**config.mk**
```make
export PLATFORM = sky130hd
export DESIGN_NAME = aud_recorder_rx
export DESIGN_NICKNAME = d
export VERILOG_FILES = /design/src/rtl/aud_recorder_rx.sv
export SDC_FILE = /design/constraint.sdc
export NUM_CORES = 1
export LEC_CHECK = 0
export BUFFER_PORTS_ARGS = -buffer_cell sky130_fd_sc_hd__buf_2
export CORE_MARGIN = 5
export CORE_UTILIZATION = 56
export DETAILED_ROUTE_END_ITERATION = 10
export PLACE_DENSITY = 0.8
export SYNTH_ARGS = -nofsm -noshare
export SYNTH_HDL_FRONTEND = slang
export SYNTH_SLANG_ARGS = --single-unit
export TNS_END_PERCENT = 20
```
**constraint.sdc**
```tcl
create_clock -name i_clk -period 2.69 [get_ports i_clk]
set_input_delay 0.6725 -clock i_clk [delete_from_list [all_inputs] [get_ports i_clk]]
set_output_delay 0.6725 -clock i_clk [all_outputs]
set_load 0.01 [all_outputs]
```
**src/rtl/aud_recorder_rx.sv**
```systemverilog
// I2S ADC receiver: captures left-channel samples from the codec and emits
// one sequential SRAM write request per sample, with pause/stop/auto-full control.
module aud_recorder_rx #(
  parameter int                DATA_W   = 16,
  parameter int                ADDR_W   = 20,
  parameter logic [ADDR_W-1:0] MAX_ADDR = 20'hFFFFF
) (
  input  logic              i_clk,
  input  logic              i_rst_n,
  input  logic              i_lrc,
  input  logic              i_data,
  input  logic              i_start,
  input  logic              i_pause,
  input  logic              i_stop,
  output logic [ADDR_W-1:0] o_address,
  output logic [DATA_W-1:0] o_data,
  output logic              o_valid,
  output logic [ADDR_W-1:0] o_len,
  output logic              o_full,
  output logic [1:0]        o_state
);

  localparam int CNT_W = (DATA_W > 1) ? $clog2(DATA_W) : 1;
  localparam logic [CNT_W-1:0] LAST_BIT = CNT_W'(DATA_W - 1);

  typedef enum logic [2:0] {S_IDLE, S_WAIT, S_SHIFT, S_WRITE, S_PAUSE} state_t;

  state_t            r_state, w_next;
  logic              r_lrc_d, r_pend, r_valid, r_full;
  logic [CNT_W-1:0]  r_cnt;
  logic [DATA_W-1:0] r_shift, r_data;
  logic [ADDR_W-1:0] r_addr, r_len;
  logic              w_lfs, w_last, w_at_max;
  logic [1:0]        w_state_code;

  // LRCK falling edge is the I2S delay slot; the MSB arrives on the next edge.
  assign w_lfs    = r_lrc_d & ~i_lrc;
  assign w_last   = (r_cnt == LAST_BIT);
  assign w_at_max = (r_addr == MAX_ADDR);

  always_ff @(posedge i_clk or negedge i_rst_n) begin
    if (!i_rst_n) r_state <= S_IDLE;
    else          r_state <= w_next;
  end

  always_comb begin
    w_next = r_state;
    unique case (r_state)
      S_IDLE:  if (i_start && !i_stop) w_next = S_WAIT;
      S_WAIT: begin
        if      (i_stop)  w_next = S_IDLE;
        else if (i_pause) w_next = S_PAUSE;
        else if (w_lfs)   w_next = S_SHIFT;
      end
      S_SHIFT: begin
        if      (i_stop)  w_next = S_IDLE;
        else if (w_last)  w_next = S_WRITE;
      end
      // The strobe is already out, so the write finishes even on stop.
      S_WRITE: begin
        if      (w_at_max || i_stop) w_next = S_IDLE;
        else if (r_pend || i_pause)  w_next = S_PAUSE;
        else                         w_next = S_WAIT;
      end
      S_PAUSE: begin
        if      (i_stop)              w_next = S_IDLE;
        else if (i_start && !i_pause) w_next = S_WAIT;
      end
      default: w_next = S_IDLE;
    endcase
  end

  always_comb begin
    w_state_code = 2'd0;
    case (r_state)
      S_WAIT, S_SHIFT, S_WRITE: w_state_code = 2'd1;
      S_PAUSE:                  w_state_code = 2'd2;
      default:                  w_state_code = 2'd0;
    endcase
  end

  always_ff @(posedge i_clk or negedge i_rst_n) begin
    if (!i_rst_n) begin
      r_lrc_d <= 1'b1;
      r_pend  <= 1'b0;
      r_valid <= 1'b0;
      r_full  <= 1'b0;
      r_cnt   <= '0;
      r_shift <= '0;
      r_data  <= '0;
      r_addr  <= '0;
      r_len   <= '0;
    end else begin
      r_lrc_d <= i_lrc;
      r_valid <= (r_state == S_SHIFT) && (w_next == S_WRITE);
      if (w_next == S_IDLE || w_next == S_PAUSE)
        r_pend <= 1'b0;
      else if (i_pause && (r_state == S_SHIFT || r_state == S_WRITE))
        r_pend <= 1'b1;
      case (r_state)
        S_IDLE: if (w_next == S_WAIT) begin
          r_addr <= '0;
          r_len  <= '0;
          r_full <= 1'b0;
        end
        S_WAIT: if (w_next == S_SHIFT) r_cnt <= '0;
        S_SHIFT: begin
          r_shift <= {r_shift[DATA_W-2:0], i_data};
          r_cnt   <= r_cnt + CNT_W'(1);
          if (w_next == S_WRITE) r_data <= {r_shift[DATA_W-2:0], i_data};
        end
        S_WRITE: begin
          r_len <= r_addr + ADDR_W'(1);
          if (w_at_max) r_full <= 1'b1;
          else          r_addr <= r_addr + ADDR_W'(1);
        end
        default: ;
      endcase
    end
  end

  assign o_address = r_addr;
  assign o_data    = r_data;
  assign o_valid   = r_valid;
  assign o_len     = r_len;
  assign o_full    = r_full;
  assign o_state   = w_state_code;

endmodule

```
==> results of run 1 <==
## metrics by stage
step / utilization / setup slack (ns) / instances / power, mW / hold WS [ns]
global route: 0.656 / 0.309 / 523 / 2.89 / 0.321
global placement: 0.626 / 0.355 / 507 / 1.85 / 0.453
floorplan: - / 0.564 / 374 / 1.71 / 0.377
CTS: 0.656 / 0.440 / 523 / 2.77 / 0.298
finish: 0.656 / 0.409 / 523 / 2.75 / 0.285
detailed placement: 0.626 / 0.321 / 507 / 1.87 / 0.468
## routing by layer
layer,part of all wire,wire length [µm],vias to the layer above,track usage
met5,0,0,-,0
met4,0.013,107,0,0.0606
met3,0.055,452,10,0.0471
met2,0.48,3960,86,0.326
met1,0.45,3770,1493,0.288
li1,-,-,1442,-
## final cells by class
cell class / count / area share
clock inverter: 7 / 0.0174
timing repair buffer: 75 / 0.0942
tap: 80 / 0.0228
multi-input combinational: 263 / 0.363
sequential: 82 / 0.468
clock buffer: 9 / 0.0283
inverter: 7 / 0.00599
## placed cells by master, fill, tap and decap left out, drive strengths merged, types with 2 or more instances in the layout
cell type and count:
nand4 3, a22o 2, mux2 16, o2bb2ai 3, a21oi 15, nand2 80
nor3b 2, xnor2 12, buf 75, clkinvlp 2, o21ai 13, nor2 18
nor4 4, o21a 3, nand2b 4, nor3 6, clkbuf 9, inv 10
and2 6, o22a 2, nand3 10, and3 6, o22ai 18, ha 2
nor2b 2, dfrtp 81, xor2 5, a21o 4, a31oi 16
## logic make-up after synthesis
logic type      after synthesis
compound gates               83
fa+ha+maj                     2
buf+inv                      29
simple gates                144
xor+xnor                     17
flops                        82
mux                          17
## state kept, by name (all words and copies together), names as in the netlist
signal / count
r_state: 3
o_data: 16
o_valid: 1
r_cnt: 4
r_shift: 15
o_address: 20
r_pend: 1
o_full: 1
o_len: 20
r_lrc_d: 1
## worst min path at each step
stage	to	depth (start not counted)	from	slack [ns]
4_1_cts	o_len[5]$_DFFE_PN0P_	1	i_rst_n	0.30
3_5_place_dp	o_len[8]$_DFFE_PN0P_	1	o_len[8]$_DFFE_PN0P_	0.47
3_3_place_gp	r_shift[14]$_DFFE_PN0P_	2	r_shift[14]$_DFFE_PN0P_	0.45
6_report	o_len[2]$_DFFE_PN0P_	1	i_rst_n	0.29
2_1_floorplan	o_address[0]$_DFFE_PN0P_	0	i_rst_n	0.38
5_1_grt	o_len[5]$_DFFE_PN0P_	1	i_rst_n	0.32
## power by group through the flow
stage	Clock (mW)	Combinational (mW)	Sequential, mW
floorplan	0	0.211	1.50
global placement	0	0.343	1.51
detailed placement	0	0.357	1.51
CTS	0.924	0.357	1.49
global route	0.978	0.398	1.52
finish	0.903	0.353	1.49
## worst max-delay path, stage by stage (launching register included)
cell and delay, ns:
dfrtp_1 0.53, and3_1 0.42, nand3_4 0.18, o31a_1 0.41, or2_4 0.36, a31o_2 0.26
==> impl_metrics.csv, run 1 <==
group,metric,value,unit
run_status,outcome,"complete, no violations",
placed_design,routabilityCongestion,0.933,
global_routing,grt_pass1_wl,14.0,mm
sta,setup_viol,0,
layout,nFillCells,545,
setup_path,cp-endpoint,"o_address[1]$_DFFE_PN0P_",
setup_path,worst-path-max-fanout,13,
yosys,synth_warnings,0,
clocking,path_clk_slew,0.09,ns
setup_path,startpoint_type,"flip-flop",
layout,multi_input_area,1590,µm²
yosys,synth_fa_ha_area_frac,0.00660,
yosys,synthSimpleGateAreaFrac,0.183,
clocking,clock_latency,0.36,ns
clocking,htreeDepth,3,
clocking,clockBufferDepth,2,
layout,antenna_cells,0,
pwr,pwr-share-clk,0.328,
yosys,synth_area_per_cell,10.1,µm²
clocking,cts_tree,"done",
pwr,p_per_area,628,nW/µm²
yosys,synth_top_area_frac,0.534,
setup_path,reg2reg_slack,0.41,ns
route,wirelength,8.29,mm
sta,rsz0062_at_grt,"false",
flow_run,maxCapViolCount,0,
setup_path,reg2reg_depth,5,
route,via_count,3031,
setup_path,r2r_end,"o_address[1]$_DFFE_PN0P_",
layout,design_area,4380,µm²
clocking,cts_sinks,82,
yosys,synthCells,374,
pwr,power_leakage,2.23,nW
layout,register_area,2050,µm²
sta,fin_crit_sh,0.848,
floorplan,core,6680,µm²
yosys,ys.flop_type,"dfrtp_1",
clocking,cts-resized-gates,0,
layout,drive_gt1_frac,0.269,
yosys,synthXorXnorAreaFrac,0.0392,
setup_path,end_kind,"flip-flop",
clocking,ctsHoldBuffers,0,
global_routing,grt_usage,0.207,
placed_design,place_hpwl,5.98,mm
floorplan,die_area,8520,µm²
yosys,synth_most_common_cell,"dfrtp_1",
setup_path,crit_start,"o_address[6]$_DFFE_PN0P_",
yosys,syn_nets,383,
yosys,yosysTopAreaCell,"dfrtp_1",
sta,skew,0.0101,ns
layout,area_growth,15.5,%
route,via_per_inst,5.80,
route,dr.pass1.iters,4,
route,first_iter_violations,147,
yosys,synthMuxAreaShare,0.0501,
yosys,netlist_area,3790,µm²
clocking,cts_buffers,9,
sta,slew_headroom,0.564,
placed_design,port_buffers,66,
pwr,p_int,1.94,mW
route,drcViolationCount,0,
floorplan,die_h,92.3,µm
pwr,switching_power,815,µW
setup_path,crit_type,"reg2reg",
route,antenna_left,0,
pwr,seqPwrFrac,0.543,
yosys,synthArstFlopShare,1.00,
sta,worstMarginPinSlew,0.654,ns
setup_path,cp_data_arrival_time,2.53,ns
clocking,clockRootBuffer,"clkbuf_8",
floorplan,die_w,92.3,µm
sta,min_period,2.28,ns
yosys,synth_compound_area_frac,0.141,
setup_path,worstPathRequired,2.94,ns
sta,clock.fmax,438,MHz
global_routing,grt_remaining_overflow,0,
global_routing,grt_antenna_before_repair,0,
pwr,swShare,0.296,
setup_path,rr_startpoint,"o_address[6]$_DFFE_PN0P_",
yosys,synth_seq_cells,82,
global_routing,grt_start_max_net_pins,41,
floorplan,io_pins,67,
placed_design,post_dp_cell_area,4180,µm²
clocking,post_cts_buffers,0,
yosys,synth_edf_count,0,
yosys,synth_common_cells,"dfrtp_1 (81), nand2_1 (80), o22ai_1 (18)",
yosys,synth_seq_area_share,0.541,
pwr,peakVddDrop,446,µV
global_routing,grt_pass1_vias,2842,
pwr,combPwrFrac,0.128,
floorplan,initial_core_util,0.568,
floorplan,fp-row-count,30,
yosys,synth_top_family_by_area,"simple AND/OR/NAND/NOR gates",
route,post_drt_wl_per_cell,15.8,µm
sta,setup_tns,0,ns
sta,slew_violations,0,
yosys,netlist-cell-type-count,50,
layout,layout.nets,447,
worst_hold_path,hp-class,"in2async",
sta,final_hold_viol_count,0,
yosys,synth_area_leaders,"dfrtp_1 (53%), nand2_1 (7.9%), mux2_2 (4.7%), o22ai_1 (3.0%), xnor2_1 (2.8%)",
Power figures use the tool's default switching activity.
==> run 2, diff against run 1 <==
ABC_AREA = 1   (was default)
CORE_UTILIZATION = 50   (was 56)
PLACE_DENSITY = 0.75   (was 0.8)
clock period = 1.85 ns   (was 2.69 ns; I/O delays follow)
==> run 2 against run 1 <==
  * Largest cell class unchanged
  * Combinational power grew 28%
  * Clock skew is essentially flat
  * Maximum frequency grew 31%
  * Register-to-register slack lost 0.31 ns
  * Critical path type unchanged
==> impl_metrics.csv, run 2 <==
group,metric,value,unit
run_status,outcome,"complete, no violations",
route,post_drt_wl_per_cell,14.0,µm
yosys,yosysTopAreaCell,"dfrtp_1",
layout,layout.nets,571,
route,via_count,3356,
clocking,cts_tree,"done",
clocking,ctsHoldBuffers,0,
yosys,synth_area_leaders,"dfrtp_1 (54%), nand2_1 (16%), o21ai_0 (6.3%), inv_1 (5.6%), nand3_1 (4.4%)",
sta,fin_crit_sh,0.944,
clocking,clockBufferDepth,2,
floorplan,die_w,96.8,µm
floorplan,initial_core_util,0.516,
route,dr.pass1.iters,4,
sta,slew_violations,0,
clocking,clockRootBuffer,"clkbuf_8",
sta,setup_viol,0,
placed_design,routabilityCongestion,0.929,
flow_run,maxCapViolCount,0,
pwr,p_per_area,849,nW/µm²
yosys,synth_seq_cells,82,
yosys,netlist-cell-type-count,29,
pwr,power_leakage,2.61,nW
clocking,clock_latency,0.34,ns
floorplan,core,7290,µm²
clocking,htreeDepth,3,
yosys,synth_edf_count,0,
layout,mostFrequentLayoutCell,"nand2_1",
sta,final_hold_viol_count,0,
yosys,synth_seq_area_share,0.546,
yosys,syn_nets,478,
route,first_iter_violations,350,
placed_design,placed_cells,648,
worst_hold_path,hp-class,"in2async",
placed_design,place_hpwl,6.84,mm
sta,worstMarginPinSlew,0.477,ns
yosys,synthArstFlopShare,1.00,
yosys,synth_warnings,0,
sta,rsz0062_at_grt,"true",
layout,drive_gt1_frac,0.238,
sta,min_period,1.75,ns
setup_path,worstPathRequired,2.08,ns
global_routing,grt_remaining_overflow,0,
setup_path,crit_type,"reg2reg",
placed_design,post_dp_cell_area,4370,µm²
floorplan,die_area,9360,µm²
route,drcViolationCount,0,
route,via_per_inst,5.04,
layout,area_growth,25.2,%
global_routing,grt_antenna_before_repair,0,
yosys,synthCells,469,
sta,clock.fmax,573,MHz
yosys,ys.flop_type,"dfrtp_1",
floorplan,die_h,96.8,µm
floorplan,io_pins,67,
yosys,netlist_area,3760,µm²
global_routing,grt_usage,0.207,
global_routing,grt_pass1_wl,16.0,mm
layout,final_cell_mix,"nand2_1 (162), dfrtp_1 (81), buf_2 (65)",
yosys,synth_area_per_cell,8.02,µm²
setup_path,worst-path-max-fanout,13,
global_routing,grt_start_max_net_pins,35,
yosys,synth_common_cells,"nand2_1 (163), dfrtp_1 (81), inv_1 (56)",
setup_path,cp_data_arrival_time,1.98,ns
placed_design,port_buffers,66,
sta,setup_tns,0,ns
clocking,cts_buffers,9,
global_routing,grt_pass1_vias,3235,
sta,skew,0.00962,ns
layout,instances_no_fill,666,
pwr,peakVddDrop,513,µV
layout,antenna_cells,0,
route,antenna_left,0,
layout,design_area,4710,µm²
sta,slew_headroom,0.679,
route,wirelength,9.35,mm
floorplan,fp-row-count,31,
setup_path,startpoint_type,"flip-flop",
setup_path,end_kind,"flip-flop",
clocking,path_clk_slew,0.09,ns
yosys,synth_most_common_cell,"nand2_1",
clocking,cts_sinks,82,
yosys,synth_top_area_frac,0.539,
==> run 2: kinds of logic (layout without fill, tap and decap cells) <==
| logic type | Yosys count | after routing | synth area share |
|---|---|---|---|
| simple gates | 247 | 247 | 0.274 |
| flops | 82 | 82 | 0.546 |
| buf+inv | 72 | 170 | 0.0771 |
| compound gates | 61 | 61 | 0.0851 |
| xor+xnor | 4 | 4 | 0.00931 |
| fa+ha+maj | 2 | 2 | 0.00665 |
| mux | 1 | 1 | 0.00266 |
==> run 2: path summary, 6_finish.rpt <==
path | startpoint | endpoint | slack, ns | cells past startpoint
hold reg to reg | o_len[14]$_DFFE_PN0P_ | o_len[14]$_DFFE_PN0P_ | 0.48 | 2
min in group i_clk | i_lrc | r_lrc_d$_DFF_PN1_ | 0.22 | 1
setup / recovery | r_cnt[0]$_DFFE_PN0P_ | o_full$_DFFE_PN0P_ | 0.10 | 13
max in group asynchronous | i_rst_n | o_address[3]$_DFFE_PN0P_ | 1.23 | 2
hold / removal | i_rst_n | r_shift[2]$_DFFE_PN0P_ | 0.06 | 1
setup reg to reg | r_cnt[0]$_DFFE_PN0P_ | o_full$_DFFE_PN0P_ | 0.10 | 13
==> run 2: area by class of cell <==
| cell class | count | area (µm²) |
|---|---|---|
| clock buffers | 10 | 138 |
| inverters | 58 | 218 |
| clock inverters | 6 | 113 |
| fillers | 620 | 2580 |
| well taps | 99 | 124 |
| repair buffers | 96 | 582 |
| multi-input cells | 315 | 1480 |
| flip-flops and latches | 82 | 2050 |
==> run 2: repair_timing <==
item                                   CTS  global route
pin swaps                                0             5
buffers inserted                         0             2
gates resized for setup                  1            17
setup endpoints to repair               16            24
endpoints found under the hold margin    0             0
==> run 2: metrics by stage <==
stage / util / setup slack (ns) / hold WS, ns / total power [mW]
final: 0.646 / 0.104 / 0.0604 / 4.00
after floorplan: - / 0.0447 / 0.167 / 2.24
after CTS: 0.634 / 0.0691 / 0.0614 / 3.98
after global routing: 0.646 / -0.0288 / 0.0731 / 4.18
after detailed placement: 0.599 / -0.0572 / 0.441 / 2.39
after global placement: 0.599 / 0.0197 / 0.439 / 2.37
==> run 2: worst max-delay path, stage by stage (launching register included) <==
cell and delay (ns):
dfrtp_1 0.40, ha_1 0.19, nand2_1 0.10, nor2_1 0.13, nand2_1 0.08, nand3_1 0.09
nand2_1 0.06, nand3_2 0.09, nand2_1 0.09, nand2_4 0.11, buf_8 0.16, nand2_1 0.06
nand2_1 0.05, nand2_1 0.04
==> run 2: power by group <==
part	internal, mW	switching (mW)
registers	1.89	0.0632
clock network	0.939	0.659
logic	0.166	0.286
==> run 2: metal layers <==
metal	part of all wire	global-route usage	routed length, µm	vias up
met3	0.091	0.0540	855	5
met1	0.45	0.301	4170	1555
met5	0	0	0	-
met2	0.45	0.310	4240	138
met4	0.0083	0.0518	78	0
li1	-	-	-	1658
==> run 3, diff against run 2 <==
--- a/config.mk
+++ b/config.mk
@@ -11,4 +11,5 @@
 export CORE_UTILIZATION = 50
 export DETAILED_ROUTE_END_ITERATION = 10
+export HOLD_SLACK_MARGIN = 0.12
 export PLACE_DENSITY = 0.75
 export SYNTH_ARGS = -nofsm -noshare
==> constraint.sdc (replaced) <==
create_clock -name i_clk -period 1.85 [get_ports i_clk]
set_input_delay 0.2775 -clock i_clk [delete_from_list [all_inputs] [get_ports i_clk]]
set_output_delay 0.2775 -clock i_clk [all_outputs]
set_load 0.01 [all_outputs]
==> run 3 against run 2 <==
  * Non-clock buffer count down 4
  * Register-to-register slack about the same
  * Largest power group unchanged
  * First-iteration DRC count decreased by 22%
  * Worst hold slack improved by 0.088 ns
  * Total power is 11% lower
  * Clock-buffer cell count up 2
  * Largest cell class unchanged
  * Sequential power about the same
  * Setup slack gained 0.0089 ns
  * Highest routed layer unchanged
  * Maximum frequency grew 0.51%
  * Critical path depth stayed put
==> impl_metrics.csv, run 3 (synthesis gave the netlist of run 2 again) <==
group,metric,value,unit
run_status,outcome,"complete, no violations",
setup_path,r2r_end,"o_address[2]$_DFFE_PN0P_",
sta,setup_viol,0,
flow_run,maxCapViolCount,0,
setup_path,end_kind,"flip-flop",
global_routing,grt_pass1_vias,3215,
pwr,peakVddDrop,325,µV
floorplan,die_w,96.8,µm
floorplan,die_area,9360,µm²
route,via_count,3324,
clocking,clockRootBuffer,"clkbuf_8",
setup_path,worstPathRequired,2.08,ns
setup_path,critPathMaxStageDelay,0.44,ns
layout,instances_no_fill,662,
route,antenna_left,0,
setup_path,rr_startpoint,"r_state[2]$_DFF_PN0_",
route,post_drt_wl_per_cell,13.9,µm
layout,area_growth,21.4,%
route,met1_length,4.24,mm
floorplan,die_h,96.8,µm
route,via_per_inst,5.02,
setup_path,critPathMostFrequentCell,"nand2_1",
setup_path,startpoint_type,"flip-flop",
sta,worst_slack,0.113,ns
placed_design,placed_cells,644,
setup_path,reg2reg_depth,13,
clocking,path_clk_slew,0.08,ns
floorplan,io_pins,67,
global_routing,grt_usage,0.202,
sta,slew_violations,0,
layout,final_cell_mix,"nand2_1 (163), dfrtp_1 (81), buf_2 (65)",
worst_hold_path,hold_start,"i_data",
sta,skew,0.0171,ns
sta,min_period,1.74,ns
sta,clock.fmax,576,MHz
setup_path,reg2reg_slack,0.11,ns
sta,rsz0062_at_grt,"false",
sta,final_hold_viol_count,0,
layout,fin_util,0.626,
route,routed.top_layer,"met4",
floorplan,fp-row-count,31,
clocking,cts_buffers,9,
placed_design,post-place-ws,0.112,ns
setup_path,cp.depth,13,
route,wl_met2,4.26,mm
placed_design,routabilityCongestion,0.941,
placed_design,port_buffers,66,
layout,layout.nets,567,
pwr,power_leakage,2.53,nW
worst_hold_path,hold_depth,3,
setup_path,path_delay_family,"simple AND/OR/NAND/NOR gates",
placed_design,place_hpwl,6.60,mm
pwr,finalPower,3.56,mW
route,dr.pass1.iters,6,
global_routing,grt_pass1_wl,15.6,mm
layout,antenna_cells,0,
setup_path,cp_data_arrival_time,1.97,ns
sta,fin_crit_sh,0.939,
route,wirelength,9.17,mm
route,route.met3.wl,587,µm
setup_path,worst-path-max-fanout,20,
clocking,clockBufferDepth,2,
worst_hold_path,hp-class,"in2reg",
setup_path,crit_buf_inv,2,
setup_path,cp_slowest_cell,"dfrtp_1",
pwr,p_per_area,780,nW/µm²
clocking,cts_sinks,82,
sta,slew_headroom,0.689,
clocking,htreeDepth,3,
layout,drive_gt1_frac,0.222,
setup_path,path_cells,"inv_2 > nand2_1 > nor2_4 > nand2_1 > nand3_1 > nand2_1 > nand3_2 > nand2_1 > nand2_2 > nand2_2 > buf_12 > nand2_1 > nand2_1",
layout,mostFrequentLayoutCell,"nand2_1",
global_routing,grt_start_max_net_pins,62,
setup_path,crit_type,"reg2reg",
global_routing,grt_remaining_overflow,0,
clocking,clock_latency,0.36,ns
route,drcViolationCount,0,
sta,setup_tns,0,ns
route,first_iter_violations,274,
floorplan,initial_core_util,0.516,
worst_hold_path,hold_end,"o_data[0]$_DFFE_PN0P_",
sta,worstMarginPinSlew,0.463,ns
global_routing,grt_antenna_before_repair,0,
clocking,cts_tree,"done",
floorplan,core,7290,µm²
run 3: changes by cell type in the layout (fill, tap and decap cells not counted), sizes merged:
cell / change
buf: -6
bufinv: -3
clkinvlp: +3
clkbuf: +2
dlygate4sd3: +2
clkinv: -1
inv: -1
run 3: stage by stage:
step / hold WS, ns / instance area, µm²
finish: 0.148 / 4570
global route: 0.164 / 4570
CTS: 0.136 / 4550
detailed placement: 0.184 / 4350
global placement: 0.180 / 4350
floorplan: -0.0181 / 3760
run 3: how the worst max path moves through the flow:
stage | startpoint | to | slack (ns)
after floorplan | o_address[0]$_DFFE_PN0P_ | o_address[17]$_DFFE_PN0P_ | 0.04
after global placement | o_address[0]$_DFFE_PN0P_ | o_len[18]$_DFFE_PN0P_ | 0.14
after detailed placement | o_address[0]$_DFFE_PN0P_ | o_address[3]$_DFFE_PN0P_ | 0.11
after CTS | o_address[0]$_DFFE_PN0P_ | o_address[3]$_DFFE_PN0P_ | 0.09
after global routing | o_address[5]$_DFFE_PN0P_ | o_address[19]$_DFFE_PN0P_ | 0.003
final | r_state[2]$_DFF_PN0_ | o_address[2]$_DFFE_PN0P_ | 0.11
run 3: metal layers:
layer | GRT usage | vias to the layer above
li1 | - | 1653
met3 | 0.0561 | 8
met4 | 0.0540 | 0
met1 | 0.286 | 1561
met5 | 0 | -
met2 | 0.307 | 102
run 3: cell type report:
cell class                 instances  area [µm²]
fill                             668        2720
sequential                        82        2050
multi-input combinational        315        1440
timing repair buffer              92         558
inverter                          58         218
clock buffer                      12         145
tap                               99         124
clock inverter                     4        27.5
run 3: power breakdown:
part / total [mW] / switching (mW) / internal, mW
Combinational: 0.435 / 0.274 / 0.160
Clock: 1.17 / 0.650 / 0.523
Sequential: 1.95 / 0.0684 / 1.89
Total: 3.56 / 0.992 / 2.57
run 3: worst reg2reg max path, cell delays in order, from the launching register on:
cell and delay (ns):
dfrtp_1 0.44, inv_2 0.10, nand2_1 0.11, nor2_4 0.15
nand2_1 0.07, nand3_1 0.09, nand2_1 0.06, nand3_2 0.09
nand2_1 0.07, nand2_2 0.09, nand2_2 0.07, buf_12 0.15
nand2_1 0.07, nand2_1 0.05
run 3: repair_timing:
action | CTS | global route
setup endpoints to repair | 0 | 25
hold buffers | 2 | 0
resized for setup | 0 | 10
hold endpoints to repair | 22 | 0
buffers inserted | 0 | 0
